**config.mk**
```make
export PLATFORM = sky130hd
export DESIGN_NAME = bzmusic_tune_pwm
export DESIGN_NICKNAME = d
export VERILOG_FILES = /design/src/rtl/bzmusic_tune_pwm.sv
export SDC_FILE = /design/constraint.sdc
export NUM_CORES = 1
export LEC_CHECK = 0
export ABC_CLOCK_PERIOD_IN_PS = 11800
export BUFFER_PORTS_ARGS = -buffer_cell sky130_fd_sc_hd__buf_2
export CAP_MARGIN = 5
export CELL_PAD_IN_SITES_DETAIL_PLACEMENT = 1
export CELL_PAD_IN_SITES_GLOBAL_PLACEMENT = 1
export CORE_UTILIZATION = 52
export CTS_CLUSTER_DIAMETER = 100
export DETAILED_ROUTE_END_ITERATION = 10
export GPL_ROUTABILITY_DRIVEN = 0
export MAX_ROUTING_LAYER = met4
export PLACE_DENSITY_LB_ADDON = 0.1
export SLEW_MARGIN = 25
export SYNTH_ARGS = -nofsm -noshare
export SYNTH_HDL_FRONTEND = slang
export SYNTH_SLANG_ARGS = --single-unit
export TNS_END_PERCENT = 1
```
**constraint.sdc**
```tcl
create_clock -name clk -period 11.8 [get_ports clk]
set_input_delay 1.18 -clock clk [delete_from_list [all_inputs] [get_ports clk]]
set_output_delay 1.18 -clock clk [all_outputs]
set_load 0.005 [all_outputs]
```
**src/rtl/bzmusic_tune_pwm.sv**
```systemverilog
// Tone generator for the buzzer-music sequencer: converts the latched
// note/octave/volume fields into a square/PWM wave on the piezo pin,
// with a one-cycle tick at the end of every output period.
//
// A tone starts one clock after en rises. That cycle only captures the
// fields, so stale fields left over from a previous tone never reach the pin.
// While the latched tone is silent (rest or vol 0) there is no period to
// protect, so the fields are recaptured every cycle. A rest in the score
// therefore gives way to the next note without en having to toggle.
module bzmusic_tune_pwm #(
    parameter int SIM_SHIFT = 0,
    parameter int PW        = 18
) (
    input  logic       clk,
    input  logic       rst,
    input  logic       en,
    input  logic       clr,
    input  logic [3:0] note,
    input  logic [1:0] octave,
    input  logic [1:0] vol,
    output logic       pwm_out,
    output logic       period_tick,
    output logic       busy
);

    logic [PW-1:0] cnt_q, cnt_d;
    logic [3:0]    note_q;
    logic [1:0]    oct_q, vol_q;
    logic          en_d_q;
    logic          pwm_q, pwm_d;
    logic          tick_q, tick_d;
    logic          busy_q, busy_d;

    logic [PW-1:0] p0, p_sh, period, high_len;
    logic [5:0]    shamt;
    logic          active, rise, run, wrap, latch;

    // Octave-0 period ROM (50 MHz clock cycles)
    always_comb begin
        p0 = '0;
        case (note_q)
            4'd1:    p0 = PW'(191110);
            4'd2:    p0 = PW'(180388);
            4'd3:    p0 = PW'(170265);
            4'd4:    p0 = PW'(160705);
            4'd5:    p0 = PW'(151685);
            4'd6:    p0 = PW'(143172);
            4'd7:    p0 = PW'(135139);
            4'd8:    p0 = PW'(127551);
            4'd9:    p0 = PW'(120395);
            4'd10:   p0 = PW'(113636);
            4'd11:   p0 = PW'(107259);
            4'd12:   p0 = PW'(101239);
            default: p0 = '0;
        endcase
    end

    // Period, high time and counter control for the latched tone
    always_comb begin
        shamt    = 6'(oct_q) + 6'(SIM_SHIFT);
        p_sh     = p0 >> shamt;
        period   = (p_sh < PW'(2)) ? PW'(2) : p_sh;
        active   = (note_q >= 4'd1) && (note_q <= 4'd12) && (vol_q != 2'd0);
        high_len = active ? (period >> (3'd4 - {1'b0, vol_q})) : '0;
        rise     = en & ~en_d_q;
        run      = en & en_d_q;
        wrap     = (cnt_q == period - PW'(1));
        latch    = rise | (run & (~active | wrap));

        cnt_d  = '0;
        pwm_d  = 1'b0;
        tick_d = 1'b0;
        busy_d = 1'b0;
        if (run && active) begin
            cnt_d  = wrap ? '0 : cnt_q + PW'(1);
            pwm_d  = (cnt_q < high_len);
            tick_d = wrap;
            busy_d = 1'b1;
        end
    end

    // State and output registers; clr acts like rst but on the clock edge
    always_ff @(posedge clk or posedge rst) begin
        if (rst) begin
            cnt_q  <= '0;
            note_q <= '0;
            oct_q  <= '0;
            vol_q  <= '0;
            en_d_q <= 1'b0;
            pwm_q  <= 1'b0;
            tick_q <= 1'b0;
            busy_q <= 1'b0;
        end else if (clr) begin
            cnt_q  <= '0;
            note_q <= '0;
            oct_q  <= '0;
            vol_q  <= '0;
            en_d_q <= 1'b0;
            pwm_q  <= 1'b0;
            tick_q <= 1'b0;
            busy_q <= 1'b0;
        end else begin
            en_d_q <= en;
            cnt_q  <= cnt_d;
            pwm_q  <= pwm_d;
            tick_q <= tick_d;
            busy_q <= busy_d;
            if (latch) begin
                note_q <= note;
                oct_q  <= octave;
                vol_q  <= vol;
            end
        end
    end

    assign pwm_out     = pwm_q;
    assign period_tick = tick_q;
    assign busy        = busy_q;

endmodule
```
After elaboration in Yosys (flattened, before gate mapping)
Memories as Yosys holds them, arrays and structs flattened.
Index checks and enable logic that the tools add are counted.
{"block": "classes", "addsub": 3, "n_reduce_logical": 5, "eq_ne": 1, "bitwise": 7, "n_mux": 18, "n_lt_le_gt_ge": 4, "shifts": 2}
{"operator": "18-bit 2-to-1 mux", "count": 5}
{"operator": "18-bit by 1-bit adder with 18-bit output (second input constant)", "count": 1}
{"operator": "18-bit == test", "count": 1}
{"operator": "18-bit < comparator", "count": 1}
{"operator": "18-bit by 2-bit < comparator with 1-bit output (second input constant)", "count": 1}
{"operator": "18-bit by 2-bit right shift with 18-bit output", "count": 1}
{"operator": "18-bit by 3-bit right shift with 18-bit output", "count": 1}
{"operator": "18-bit by 1-bit subtractor with 18-bit output (second input constant)", "count": 1}
{"operator": "2-bit 2-to-1 mux", "count": 4}
{"operator": "4-bit 2-to-1 mux", "count": 2}
{"operator": "1-bit 2-to-1 mux", "count": 7}
{"operator": "4-bit by 1-bit >= comparator with 1-bit output (second input constant)", "count": 1}
{"operator": "4-bit less-or-equal comparator (second input constant)", "count": 1}
{"operator": "2-bit nonzero test", "count": 2}
{"operator": "1-bit bitwise AND", "count": 3}
{"operator": "1-bit logical AND", "count": 3}
{"operator": "3-bit by 2-bit subtractor with 3-bit output (first input constant)", "count": 1}
{"operator": "1-bit inverter", "count": 2}
{"operator": "1-bit OR", "count": 2}
{"block": "word_totals", "wordCells": 49, "regBits": 30, "output_inout_bits": 3, "memories": 1, "input_bits": 12, "mem_bits_ro": 288}
{"memory": "(name not given)", "depth": 16, "word_bits": 18, "rd": 1, "rd_clocked_by_memory_dff": 0, "wr": 0, "line": "41", "text": "case (note_q)"}

Logic depth before layout (Yosys ltp)
An unclocked memory read counts as a cell.
{"block": "logic_depth", "ltp_word": 11, "depth_mapped": 22}

Least setup slack after synthesis
OpenSTA, ideal clock, no wires.
{"block": "synth_timing", "kind": "reg2reg", "from": "register note_q[1]", "to": "register note_q[0]", "arrival_time_ps": 4546, "t_required_ps": 11721, "setup_ps": 79, "slack_ps": 7175, "stages_incl_launch_ff": 22, "path_cell_list": "dfrtp_1 > buf_2 > inv_1 > ha_1 > nand2b_1 > and2_1 > o31ai_1 > a32oi_1 > a221oi_2 > buf_4 > a41oi_1 > ha_1 > o21ai_0 > a31oi_1 > and4_1 > buf_2 > or3_1 > a31o_1 > a21oi_2 > nand4b_4 > o21ai_4 > mux2i_1"}
{"block": "synth_between", "elab_chain_cells": 10}
{"item": "start: declaration", "line": "27", "text": "logic [3:0] note_q;"}
{"item": "start signal: assignment", "line": "109", "text": "note_q <= note;"}
{"item": "memory 16 x 18 bit"}
{"item": "18-bit by 2-bit right shift with 18-bit output", "line": "61", "text": "p_sh = p0 >> shamt;"}
{"item": "18-bit by 2-bit < comparator with 1-bit output", "line": "62", "text": "period = (p_sh < PW'(2)) ? PW'(2) : p_sh;"}
{"item": "18-bit 2-to-1 mux", "line": "62"}
{"item": "18-bit by 1-bit subtractor with 18-bit output", "line": "67", "text": "wrap = (cnt_q == period - PW'(1));"}
{"item": "18-bit == test", "line": "67"}
{"item": "1-bit OR *", "line": "68", "text": "latch = rise | (run & (~active | wrap));"}
{"item": "1-bit bitwise AND *", "line": "68"}
{"item": "1-bit OR *", "line": "68"}
{"item": "2-bit nonzero test (no source line) *"}
Every way passes the cells marked *; elsewhere a longest branch is shown, timed or not.
A chain may end at the register's enable or synchronous reset.

Worst setup path after layout
{"block": "layout_timing", "from": "register note_q[1]", "to": "register note_q[2]"}
The elaborated chain is that of the path after synthesis.

==> impl_summary.txt <==
----------------------------------------------------
[Run status]
  Outcome ... finished, final reports clean

[Setup path]
  Cell with the most instances on the worst path ... sky130_fd_sc_hd__ha_1
  End of the critical path ... note_q[2]$_DFFE_PP0P_
  Ordered cell list for the critical path ... inv_1 -> ha_1 -> nand2b_1 -> and2_1 -> o31ai_1 -> a32oi_1 -> a221oi_2 -> a41oi_1 -> ha_1 -> o21ai_0 -> a31oi_1 -> and4_1 -> or3_1 -> a31o_1 -> a21oi_2 -> nand4b_4 -> o21ai_4 -> mux2i_1
  Startpoint type of the worst setup path ... flop
  Worst path arrival time ... 6130 ps
  Worst reg-to-reg path cell count ... 18
  WP depth ... 18
  Endpoint of the worst-slack reg-to-reg timing path ... note_q[2]$_DFFE_PP0P_
  Type of element capturing the critical path ... flop
  Crit-path slowest cell ... sky130_fd_sc_hd__a221oi_2
  Worst reg2reg path startpoint ... note_q[1]$_DFFE_PP0P_
  Data required time of the critical path ... 12010 ps
  Crit-path leading delay family ... compound AO/OA/AOI/OAI gates
  Maximum fanout encountered on the critical timing path ... 20
  Timing startpoint of the critical path ... note_q[1]$_DFFE_PP0P_
  Register-to-register setup slack ... 5880 ps
  Buffer and inverter count on the worst path ... 1
  Largest stage delay on the critical path ... 780 ps
  Crit Path Class ... flop to flop

[Pwr]
  Leakage ... 1.87 nW
  Largest vdd supply drop ... 0.0734 mV
  Power per Cell Area ... 95.9 nW/um2

[Yosys]
  Proportion of synthesized chip area in sequential cells ... 0.168
  Number of enable flip-flop cells after synthesis ... 0
  Average size of a mapped cell ... 7.70 um2
  Post-synth top flop ... sky130_fd_sc_hd__dfrtp_1
  Area share of the largest cell type after synthesis ... 0.168
  Cells after synthesis ... 579
  Share of flip-flops with an asynchronous set or reset after synthesis ... 1.00
  Total nets after synthesis ... 619
  Yosys warning total ... 0
  Count of unique library cells instantiated by Yosys ... 87
  Seq cells post-synth ... 30
  Cell taking the most area after synthesis ... sky130_fd_sc_hd__dfrtp_1
  Post-synth design cell area ... 4460 um2
  Biggest area contributors in the synthesized netlist ... sky130_fd_sc_hd__dfrtp_1, sky130_fd_sc_hd__ha_1, sky130_fd_sc_hd__mux2i_1

[Clocking]
  CTS sink cnt ... 30
  Clock latency on the worst-skew pair ... 300 ps
  Number of cells upsized or downsized after cts ... 0
  Postcts setup bufs ... 0
  Clk root buf ... sky130_fd_sc_hd__clkbuf_8
  CTS HTree Levels ... 2
  CTS tree ... done
  Clock-pin slew reported for the worst setup and hold paths after clock tree synthesis ... 70 ps
  Cts-stage hold buffer count ... 0
  Bufs on Longest Clock Path ... 2
  Total clock buffers created by CTS ... 5

[Floorplanning]
  Die Area ... 8940 um2
  Initial cell density of the core ... 0.540
  Number of top-level design ports ... 15
  Horiz. Die Dim ... 94.6 um
  Number of rows created at floorplan ... 33
  Floorplan Core Area ... 8260 um2
  Vertical die dimension ... 94.6 um

[Timing]
  RSZ-0062 raised after global routing ... false
  Aggregate negative setup slack ... 0 ps
  Transition at the pin with the smallest max-transition slack ... 897 ps
  Achievable frequency ... 0.169 GHz
  Final Setup Violations ... 0
  Number of slew-limit violations in the final report ... 0
  Time the final worst path needs with I/O delays and setup ... 5920 ps
  Remaining max-slew budget at the tightest pin ... 0.400
  Hold violation total from the final report ... 0
  Final clock period utilization by the worst path ... 0.502
  Final Skew ... 9.73 ps

[Cells and area]
  Register Area ... 751 um2
  Area growth from synthesis to final layout ... 3.88%
  Count of fill cells added during filler insertion ... 1073
  Antenna cell count ... 0
  Share of layout cells above drive strength 1 ... 0.103
  Commonest cells after routing, fill and taps aside ... sky130_fd_sc_hd__nand2_1, sky130_fd_sc_hd__nor2_1, sky130_fd_sc_hd__o21ai_0
  Final-stage net count ... 613
  Most frequent standard cell in the layout excluding fill and tap cells ... sky130_fd_sc_hd__nand2_1
  Final non-filler cell total ... 679
  Area used by multi-input combinational logic ... 3450 um2

[Placement]
  Number of cells after detailed placement ... 671
  Number of port buffers ... 14
  HPWL reported at the end of detailed placement ... 10.9 mm

[Hold path]
  Hold Path Class ... flop to flop

[Routing]
  Antenna Nets Post-Route ... 0
  Via count ... 4550
  Count of routing violations after the opening detailed-route iteration ... 328
  Wire per inst ... 21.2 um
  Pre-Repair DR Iteration Count ... 5
  Number of design rule violations left after detail routing ... 0
  Drt total wl ... 14.4 mm
  Via density ... 6.70

[Global route]
  Largest net degree at the start of global routing ... 41
  Vias in the first global route ... 4690
  First-pass GRT wire length ... 23.9 mm
  Total routing usage reported by global routing ... 0.355
  Overflow after GRT ... 0
  Antenna violations before repair ... 0

[Run]
  Number of max-capacitance violations reported ... 0

----------------------------------------------------
report_power, final:
| group | internal, W | switching [W] |
|---|---|---|
| logic | 0.0000869 | 0.000157 |
| clock network | 0.0000469 | 0.0000448 |
| registers | 0.000105 | 0.00000375 |
| total | 0.000239 | 0.000205 |
state kept, by name, summed over array words and instances, names as in the netlist:
name and flops:
oct_q 2, note_q 4, cnt_q 18, pwm_out 1, busy 1, vol_q 2, en_d_q 1, period_tick 1
worst min-delay path: cells and delay by family (launching register included):
kind | cells | cell delay, ps
simple gates | 1 | 80
mux | 1 | 60
flops | 1 | 400
cell families (layout without fill, tap and decap cells):
logic type,Yosys count,after routing,synth area share
simple gates,238,238,0.293
compound gates,156,156,0.248
buf+inv,56,51,0.0595
xor+xnor,36,36,0.0708
mux,35,35,0.0817
flops,30,30,0.168
fa+ha+maj,28,28,0.0786
area by class of cell:
class | instances | area share
Clock buffer | 6 | 0.0178
Clock inverter | 2 | 0.00270
Inverter | 22 | 0.0178
Multi-Input combinational cell | 493 | 0.745
Sequential cell | 30 | 0.162
Tap cell | 105 | 0.0284
Timing Repair Buffer | 21 | 0.0265
stage by stage:
step                setup slack, ps  utilization  cell area (um2)  power, W  hold slack [ps]
finish                         5880        0.560             4630  0.000444              584
global route                   5520        0.560             4630  0.000470              626
CTS                            6020        0.560             4630  0.000440              588
detailed placement             6020        0.549             4530  0.000346              564
global placement               6390        0.549             4530  0.000336              530
floorplan                      7170            -             4460  0.000292              497
layer usage:
layer / track usage / part of all wire
met5: - / 0
met2: 0.563 / 0.48
met1: 0.458 / 0.45
met4: 0.138 / 0.025
met3: 0.0499 / 0.050
worst min path at each step:
stage	from	endpoint	slack (ps)	cells after the start
after floorplan	cnt_q[0]$_DFF_PP0_	cnt_q[0]$_DFF_PP0_	500	1
after global placement	vol_q[1]$_DFFE_PP0P_	vol_q[1]$_DFFE_PP0P_	530	2
after detailed placement	vol_q[1]$_DFFE_PP0P_	vol_q[1]$_DFFE_PP0P_	560	2
after CTS	note_q[3]$_DFFE_PP0P_	note_q[3]$_DFFE_PP0P_	590	2
after global routing	cnt_q[0]$_DFF_PP0_	cnt_q[0]$_DFF_PP0_	630	1
final	note_q[3]$_DFFE_PP0P_	note_q[3]$_DFFE_PP0P_	580	2
synthesized netlist by cell type, drive strengths merged, types with 4 or more instances:
library cell	instances
a21o	10
a21oi	32
a22o	4
a22oi	5
a31oi	7
a32o	4
and2	6
and3	12
buf	21
clkbuf	13
dfrtp	30
ha	28
inv	21
mux2	8
mux2i	27
nand2	50
nand2b	32
nand3	20
nand4	11
nor2	50
nor2b	16
nor3	12
nor4	5
o211ai	15
o21ai	37
o31ai	5
or2	5
xnor2	24
xor2	12
Note: power is estimated with default switching activity, not from simulation.
